<file path="config.mk">
export PLATFORM = sky130hd
export DESIGN_NAME = uart_tx_scheduler
export DESIGN_NICKNAME = d
export VERILOG_FILES = /design/src/rtl/uart_pkg.sv /design/src/rtl/uart_rr_arbiter.sv /design/src/rtl/uart_tx_scheduler.sv
export SDC_FILE = /design/constraint.sdc
export NUM_CORES = 1
export LEC_CHECK = 0
export BUFFER_PORTS_ARGS = -buffer_cell sky130_fd_sc_hd__buf_2
export CAP_MARGIN = 30
export CORE_AREA = 4 4 74 76
export CTS_CLUSTER_DIAMETER = 150
export DETAILED_ROUTE_END_ITERATION = 6
export DIE_AREA = 0 0 78 80
export PLACE_DENSITY_LB_ADDON = 0.05
export SYNTH_ARGS = -nofsm -noshare
export SYNTH_HDL_FRONTEND = slang
export SYNTH_HIERARCHICAL = 1
export SYNTH_SLANG_ARGS = --single-unit
</file>
<file path="constraint.sdc">
create_clock -name CLK -period 2.93 [get_ports CLK]
set_input_delay 0.879 -clock CLK [delete_from_list [all_inputs] [get_ports CLK]]
set_output_delay 0.879 -clock CLK [all_outputs]
set_load 0.1 [all_outputs]
</file>
<file path="src/rtl/uart_pkg.sv">
// Shared definitions for the UART transmit scheduler: frame length default,
// scheduler state encoding and the wait-counter sizing rule.
package uart_pkg;

  localparam int FRAME_CYCLES_DEF = 10;
  localparam int GAP_CYCLES_MAX   = 15;

  typedef enum logic [1:0] {
    IDLE = 2'd0,
    SEND = 2'd1,
    WAIT = 2'd2
  } sched_state_t;

  // The counter must hold the longest post-SEND wait: frame minus SEND/accept plus max gap.
  function automatic int wait_cnt_width(input int frame_cycles);
    return $clog2(frame_cycles - 2 + GAP_CYCLES_MAX + 1);
  endfunction

endpackage

</file>
<file path="src/rtl/uart_rr_arbiter.sv">
// Round-robin arbiter: one-hot grant from a request vector, searching upward
// from a pointer that moves past the winner on each accepted grant.
module uart_rr_arbiter
  import uart_pkg::*;
#(
  parameter int N_REQ = 4
) (
  input  logic             CLK,
  input  logic             RESET,
  input  logic [N_REQ-1:0] req,
  input  logic             accept,
  output logic [N_REQ-1:0] grant,
  output logic [2:0]       grant_idx
);

  logic [2:0] ptr;
  logic [2:0] idx_hi;
  logic [2:0] idx_lo;
  logic       hit_hi;
  logic       hit_lo;

  // Lowest requester at or above ptr wins; otherwise wrap to the lowest requester overall.
  always_comb begin
    // NOTE: every combinational output gets a default first so no path leaves it unassigned (no latch).
    hit_hi    = 1'b0;
    hit_lo    = 1'b0;
    idx_hi    = '0;
    idx_lo    = '0;
    grant     = '0;
    for (int k = N_REQ - 1; k >= 0; k--) begin
      if (req[k]) begin
        idx_lo = 3'(k);
        hit_lo = 1'b1;
        if (3'(k) >= ptr) begin
          idx_hi = 3'(k);
          hit_hi = 1'b1;
        end
      end
    end
    grant_idx = hit_hi ? idx_hi : idx_lo;
    for (int k = 0; k < N_REQ; k++) begin
      grant[k] = hit_lo && (grant_idx == 3'(k));
    end
  end

  always_ff @(posedge CLK or posedge RESET) begin
    // NOTE: sequential state uses non-blocking assignments so all registers update together at the edge.
    if (RESET) begin
      ptr <= '0;
    end else if (accept) begin
      ptr <= (grant_idx == 3'(N_REQ - 1)) ? '0 : grant_idx + 3'd1;
    end
  end

endmodule

</file>
<file path="src/rtl/uart_tx_scheduler.sv">
// Shares one valid-only UART transmitter among N_REQ requesters: round-robin
// grant, single-cycle tx_valid pulse, then times frame plus gap before re-arming.
module uart_tx_scheduler
  import uart_pkg::*;
#(
  parameter int N_REQ        = 4,
  parameter int FRAME_CYCLES = FRAME_CYCLES_DEF,
  parameter int GAP_CYCLES   = 0
) (
  input  logic               CLK,
  input  logic               RESET,
  input  logic [N_REQ-1:0]   req_valid,
  input  logic [8*N_REQ-1:0] req_data,
  output logic [N_REQ-1:0]   req_ready,
  input  logic               enable,
  output logic [7:0]         tx_data,
  output logic               tx_valid,
  output logic               busy,
  output logic [2:0]         grant_id
);

  localparam int             CW     = wait_cnt_width(FRAME_CYCLES);
  localparam int             W      = FRAME_CYCLES - 2 + GAP_CYCLES;
  localparam logic [CW-1:0]  W_LOAD = CW'(W);

  sched_state_t     state;
  sched_state_t     next_state;
  logic [CW-1:0]    cnt;
  logic [N_REQ-1:0] grant;
  logic [2:0]       grant_idx;
  logic             accept;
  logic [7:0]       sel_data;

  uart_rr_arbiter #(.N_REQ(N_REQ)) u_arb (
    .CLK       (CLK),
    .RESET     (RESET),
    .req       (req_valid),
    .accept    (accept),
    .grant     (grant),
    .grant_idx (grant_idx)
  );

  assign accept    = (state == IDLE) && enable && (|req_valid);
  assign req_ready = accept ? grant : '0;
  assign busy      = (state != IDLE);

  always_comb begin
    sel_data = '0;
    for (int k = 0; k < N_REQ; k++) begin
      if (grant[k]) sel_data = req_data[8*k +: 8];
    end
  end

  always_comb begin
    next_state = state;
    unique case (state)
      IDLE:    if (accept) next_state = SEND;
      SEND:    next_state = (W_LOAD != '0) ? WAIT : IDLE;
      WAIT:    if (cnt == CW'(1)) next_state = IDLE;
      default: next_state = IDLE;
    endcase
  end

  always_ff @(posedge CLK or posedge RESET) begin
    if (RESET) begin
      state    <= IDLE;
      cnt      <= '0;
      tx_valid <= 1'b0;
      tx_data  <= '0;
      grant_id <= '0;
    end else begin
      state    <= next_state;
      tx_valid <= accept;
      if (accept) begin
        tx_data  <= sel_data;
        grant_id <= grant_idx;
      end
      // Counter covers the remainder of the frame after SEND plus the idle gap.
      if (state == SEND) begin
        cnt <= W_LOAD;
      end else if (state == WAIT) begin
        cnt <= cnt - CW'(1);
      end
    end
  end

endmodule
</file>
Word level (Yosys, flattened, before mapping)
Cells that the tools add are included.
- add/subtract/negate cells: 2
- magnitude comparators: 4
- equal/unequal tests: 8
- muxes and demuxes: 36
- reduce and logical (&&, ||, !) cells: 12
- operators with widths (cell ; count):
    2-to-1 mux 8 bit ; 4
    2-to-1 mux 3 bit ; 9
    2-to-1 mux 2 bit ; 7
    2-to-1 mux 1 bit ; 12
    2-to-1 mux 5 bit ; 2
    equality test 3 x 2 -> 1 bit (second input constant) ; 2
    greater-or-equal comparator 1 x 3 -> 1 bit (first input constant) ; 2
    greater-or-equal comparator 2 x 3 -> 1 bit (first input constant) ; 2
    logical AND 1 bit ; 6
    case mux 2 bit (3 select lines) ; 1
    equality test 5 x 1 -> 1 bit (second input constant) ; 1
    subtractor 5 x 1 -> 5 bit (second input constant) ; 1
    2-to-1 mux 4 bit ; 1
    != test 2 bit (second input constant) ; 2
    nonzero test 2 bit ; 2
    OR reduction 4 bit ; 1
    adder 3 x 1 -> 3 bit (second input constant) ; 1
    equality test 3 x 1 -> 1 bit (second input constant) ; 1
    logical NOT 3 bit ; 1
    equality test 2 x 1 -> 1 bit (second input constant) ; 1
    equality test 2 bit (second input constant) ; 1
    logical NOT 2 bit ; 1
    AND reduction 2 bit ; 1
- bits in registers: 22
- word-level logic and storage cells: 68

Logic depth before layout (Yosys ltp)
- depth after elaboration: 16
- depth in mapped cells: 9
- mapped depth without buffers: 8

Modules after synthesis
Netlist, hierarchy kept.
- modules (own cells, without submodules) (module ; instances ; cells an instance ; area an instance (um^2) ; seq. area each (um^2)):
    uart_tx_scheduler ; 1 ; 104 ; 1137.3 ; 475.5
    uart_rr_arbiter ; 1 ; 31 ; 285.3 ; 50.0

Worst setup path before layout
OpenSTA, ideal clock, no wires.
- path type: input port to output port
- start: input req_valid[0]
- end: output req_ready[3]
- arrival time: 3.218 ns
- data required time: 2.051 ns
- path slack: -1.167 ns
- stages on the path: 7
- buffers on the path: 0
- cells stage by stage: nor2b_2 o21bai_2 o211a_1 ha_1 nor2b_1 clkinv_1 nor2_1
- longest elaborated chain between the ends: 5
- RTL lines (what ; RTL line ; source):
    start, declared ; uart_tx_scheduler.sv:12 ; input logic [N_REQ-1:0] req_valid,
    2-to-1 mux 2 bit (tied with other cells) ; uart_rr_arbiter.sv:31 ; if (req[k]) begin
    2-to-1 mux 3 bit * ; uart_rr_arbiter.sv:40 ; grant_idx = hit_hi ? idx_hi : idx_lo;
    net grant_idx[0] ; uart_tx_scheduler.sv:30 ; logic [2:0] grant_idx;
    equality test 3 x 2 -> 1 bit * ; uart_rr_arbiter.sv:42 ; grant[k] = hit_lo && (grant_idx == 3'(k));
    logical AND 1 bit * ; uart_rr_arbiter.sv:42 ;
    net grant[3] ; uart_tx_scheduler.sv:29 ; logic [N_REQ-1:0] grant;
    2-to-1 mux 4 bit * ; uart_tx_scheduler.sv:44 ; assign req_ready = accept ? grant : '0;
    end, declared ; uart_tx_scheduler.sv:14 ; output logic [N_REQ-1:0] req_ready,
Mark *: on every way through the listed nets, which the timed path passes. The rest lies on a longest branch.

Worst setup path in the final report
Same ends and word-level chain as after synthesis.

==> results.yml <==
status:
  outcome: "finished, violations left"
  violations: "setup timing"
cts:
  clock-root-buffer: "clkbuf_8"
  htreeDepth: 1
  cts.reportedPaths.clkPinSlew_ns: 0.08
  hold_buffers: 0
  cts_tree: "built"
  insertion_delay_ns: 0.26
  cts_buffer_depth: 2
  cts.sinks: 21
  numCtsBuffers: 3
timing:
  skew_ns: 0.00541
  setup_viol: 4
  hold_violations: 0
  slew_violations: 0
  period_needed_ns: 3.07
  max_freq_mhz: 325
  worst_slew_margin_rel_pct: 50.3
  rsz0062_at_grt: "true"
  worst_slew_pin_slew_ns: 0.744
  whs_ns: 0.463
  setup_slack_ns: -0.143
  fin_crit_sh_pct: 105
  finalSetupTns_ns: -0.374
setup_path:
  r2r_slack_ns: 0.54
  path_class: "input port to output pin"
  path_max_fanout: 4
  start_kind: "input port"
  arrival_ns: 2.19
  endpoint_kind: "output pin"
  worstPathRequired_ns: 2.05
power:
  finalPower_mw: 2.50
  ir_drop_mv: 0.715
  power_leakage_nw: 1.04
  powerDensity_nw_per_um2: 1150
run:
  max_cap_violations: 0
cells_and_area:
  syn_to_final_growth_pct: 52.9
  post-route-util_pct: 46.0
  drive_above_1_share_pct: 56.5
  final_nets: 266
  diodes: 0
floorplanning:
  io_pins: 56
  die_h_um: 80
  rows: 25
  core_sq_um: 4720
  initial_core_util_pct: 30.1
  fp.dieArea_sq_um: 6240
  die_w_um: 78
drt:
  wirelength_mm: 3.92
  drcViolationCount: 0
  vias: 1346
  ant_nets: 0
  drt_iter0_drc: 23
  routed_via_density: 4.76
  firstDrtPassIters: 2
  wl_per_cell_um: 13.8
grt:
  grt-ovfl-total: 0
  grt_pass1_wl_mm: 6.20
  grt_max_degree: 20
  grt.total_usage_pct: 12.3
  antenna_found_initial: 0
  grt_pass1_vias: 1324
synthesis:
  synthArstFlopShare_pct: 100
  ys_warn_count: 6
  yosysSeqAreaShare_pct: 36.9
  syn_inst: 135
  synth.distinct_cells: 49
  syn_nets: 184
  ys_ff_latch: 21
  synth_area_per_cell_sq_um: 10.5
  synth_flop_cell: "dfrtp_1"
  synthesis.area_sq_um: 1420
  synth_edf_count: 0
placement:
  numPortBuffers: 55
  dpl.hpwl_mm: 3.15
  routabilityCongestion: 0.775
worst_hold_path:
  hold_class: "input port to asynchronous set/reset pin"
## layer usage
layer	GRT usage, %	vias to the layer above	share of wire (%)
li1	-	663	-
met5	0	-	0
met4	3.15	0	0.59
met1	14.9	663	42
met3	2.14	2	3.0
met2	22.3	18	55
## cell usage after synthesis, types with 2 or more instances
cell	number	share of area (%)
a221oi_1	7	4.3
and2_4	3	1.8
clkbuf_1	3	0.79
dfrtp_1	21	37
ha_1	10	8.8
inv_1	7	1.8
mux2_2	8	6.3
nand2_1	2	0.53
nand2b_1	2	0.88
nor2_1	3	0.79
nor2b_1	7	3.1
nor2b_2	2	1.2
nor3b_1	2	1.1
o21ai_0	9	3.2
o22ai_1	9	4.0
o31ai_1	7	3.7
## area by class of cell
type | instances | area (sq um)
clock buffer | 4 | 45.0
fill | 467 | 2550
inverter | 10 | 47.5
multi-input combinational | 97 | 881
sequential | 21 | 526
tap | 67 | 83.8
timing repair buffer | 84 | 592
## flip-flops by register name (all words and copies together), names as in the netlist
| signal | flops |
|---|---|
| tx_data | 8 |
| cnt | 5 |
| grant_id | 3 |
| u_arb/ptr | 2 |
| state | 2 |
| tx_valid | 1 |
## layout by cell type (no fill, tap or decap), types with 3 or more instances in the layout
master,instances
buf_2,48
buf_4,28
dfrtp_1,21
o22ai_1,9
o21ai_0,9
mux2_2,8
ha_1,8
a221oi_1,7
o31ai_1,7
inv_1,7
nor2b_4,6
buf_12,5
and2_4,3
clkbuf_8,3
## per-stage QoR
stage / instances / setup slack, ns / instance area, sq um
after floorplan: 135 / -0.190 / 1490
final: 283 / -0.143 / 2170
after CTS: 277 / -0.156 / 2110
after global routing: 283 / -0.229 / 2170
after detailed placement: 268 / -0.185 / 1990
after global placement: 268 / -0.164 / 1990
## where the power goes
group | internal [mW] | total, mW | switching, mW
clock | 0.0967 | 0.189 | 0.0923
sequential | 0.428 | 0.525 | 0.0971
combinational | 0.607 | 1.79 | 1.18
## what timing repair did
| item | CTS | global route |
|---|---|---|
| endpoints found under the setup margin | 4 | 9 |
| cloned | 0 | 0 |
| resized for setup | 9 | 6 |
| pin swaps | 7 | 7 |
| setup buffers | 5 | 6 |
| hold endpoints to repair | 0 | 0 |
## critical path: stages
cell,delay (ns)
buf_8,0.10
nor2b_4,0.12
o21bai_1,0.20
o21a_1,0.19
ha_2,0.17
nor2b_4,0.18
clkinv_4,0.07
nor2_4,0.10
buf_12,0.18
## logic make-up (layout without fill, tap and decap cells)
family | Yosys count | count (layout) | synth area share [%]
multiplexers | 9 | 9 | 7.04
buffers and inverters | 17 | 98 | 6.77
AO/OA/AOI/OAI | 49 | 49 | 26.7
AND/OR/NAND/NOR | 28 | 28 | 13.5
adder cells (fa/ha/maj) | 10 | 10 | 8.80
flip-flops | 21 | 21 | 36.9
other | 1 | 1 | 0.264
## worst paths after layout
path / startpoint / to / cells past startpoint
max: req_valid[0] / req_ready[3] / 9
min: RESET / u_arb/ptr[0]$_DFFE_PP0P_ / 2
max reg2reg: u_arb/ptr[1]$_DFFE_PP0P_ / tx_data[7]$_DFFE_PP0N_ / 10
min reg2reg: tx_data[7]$_DFFE_PP0N_ / tx_data[7]$_DFFE_PP0N_ / 2
max in group asynchronous: RESET / tx_data[6]$_DFFE_PP0N_ / 2
min in group CLK: tx_data[7]$_DFFE_PP0N_ / tx_data[7]$_DFFE_PP0N_ / 2
No activity file was read; power rests on OpenSTA's default activity.
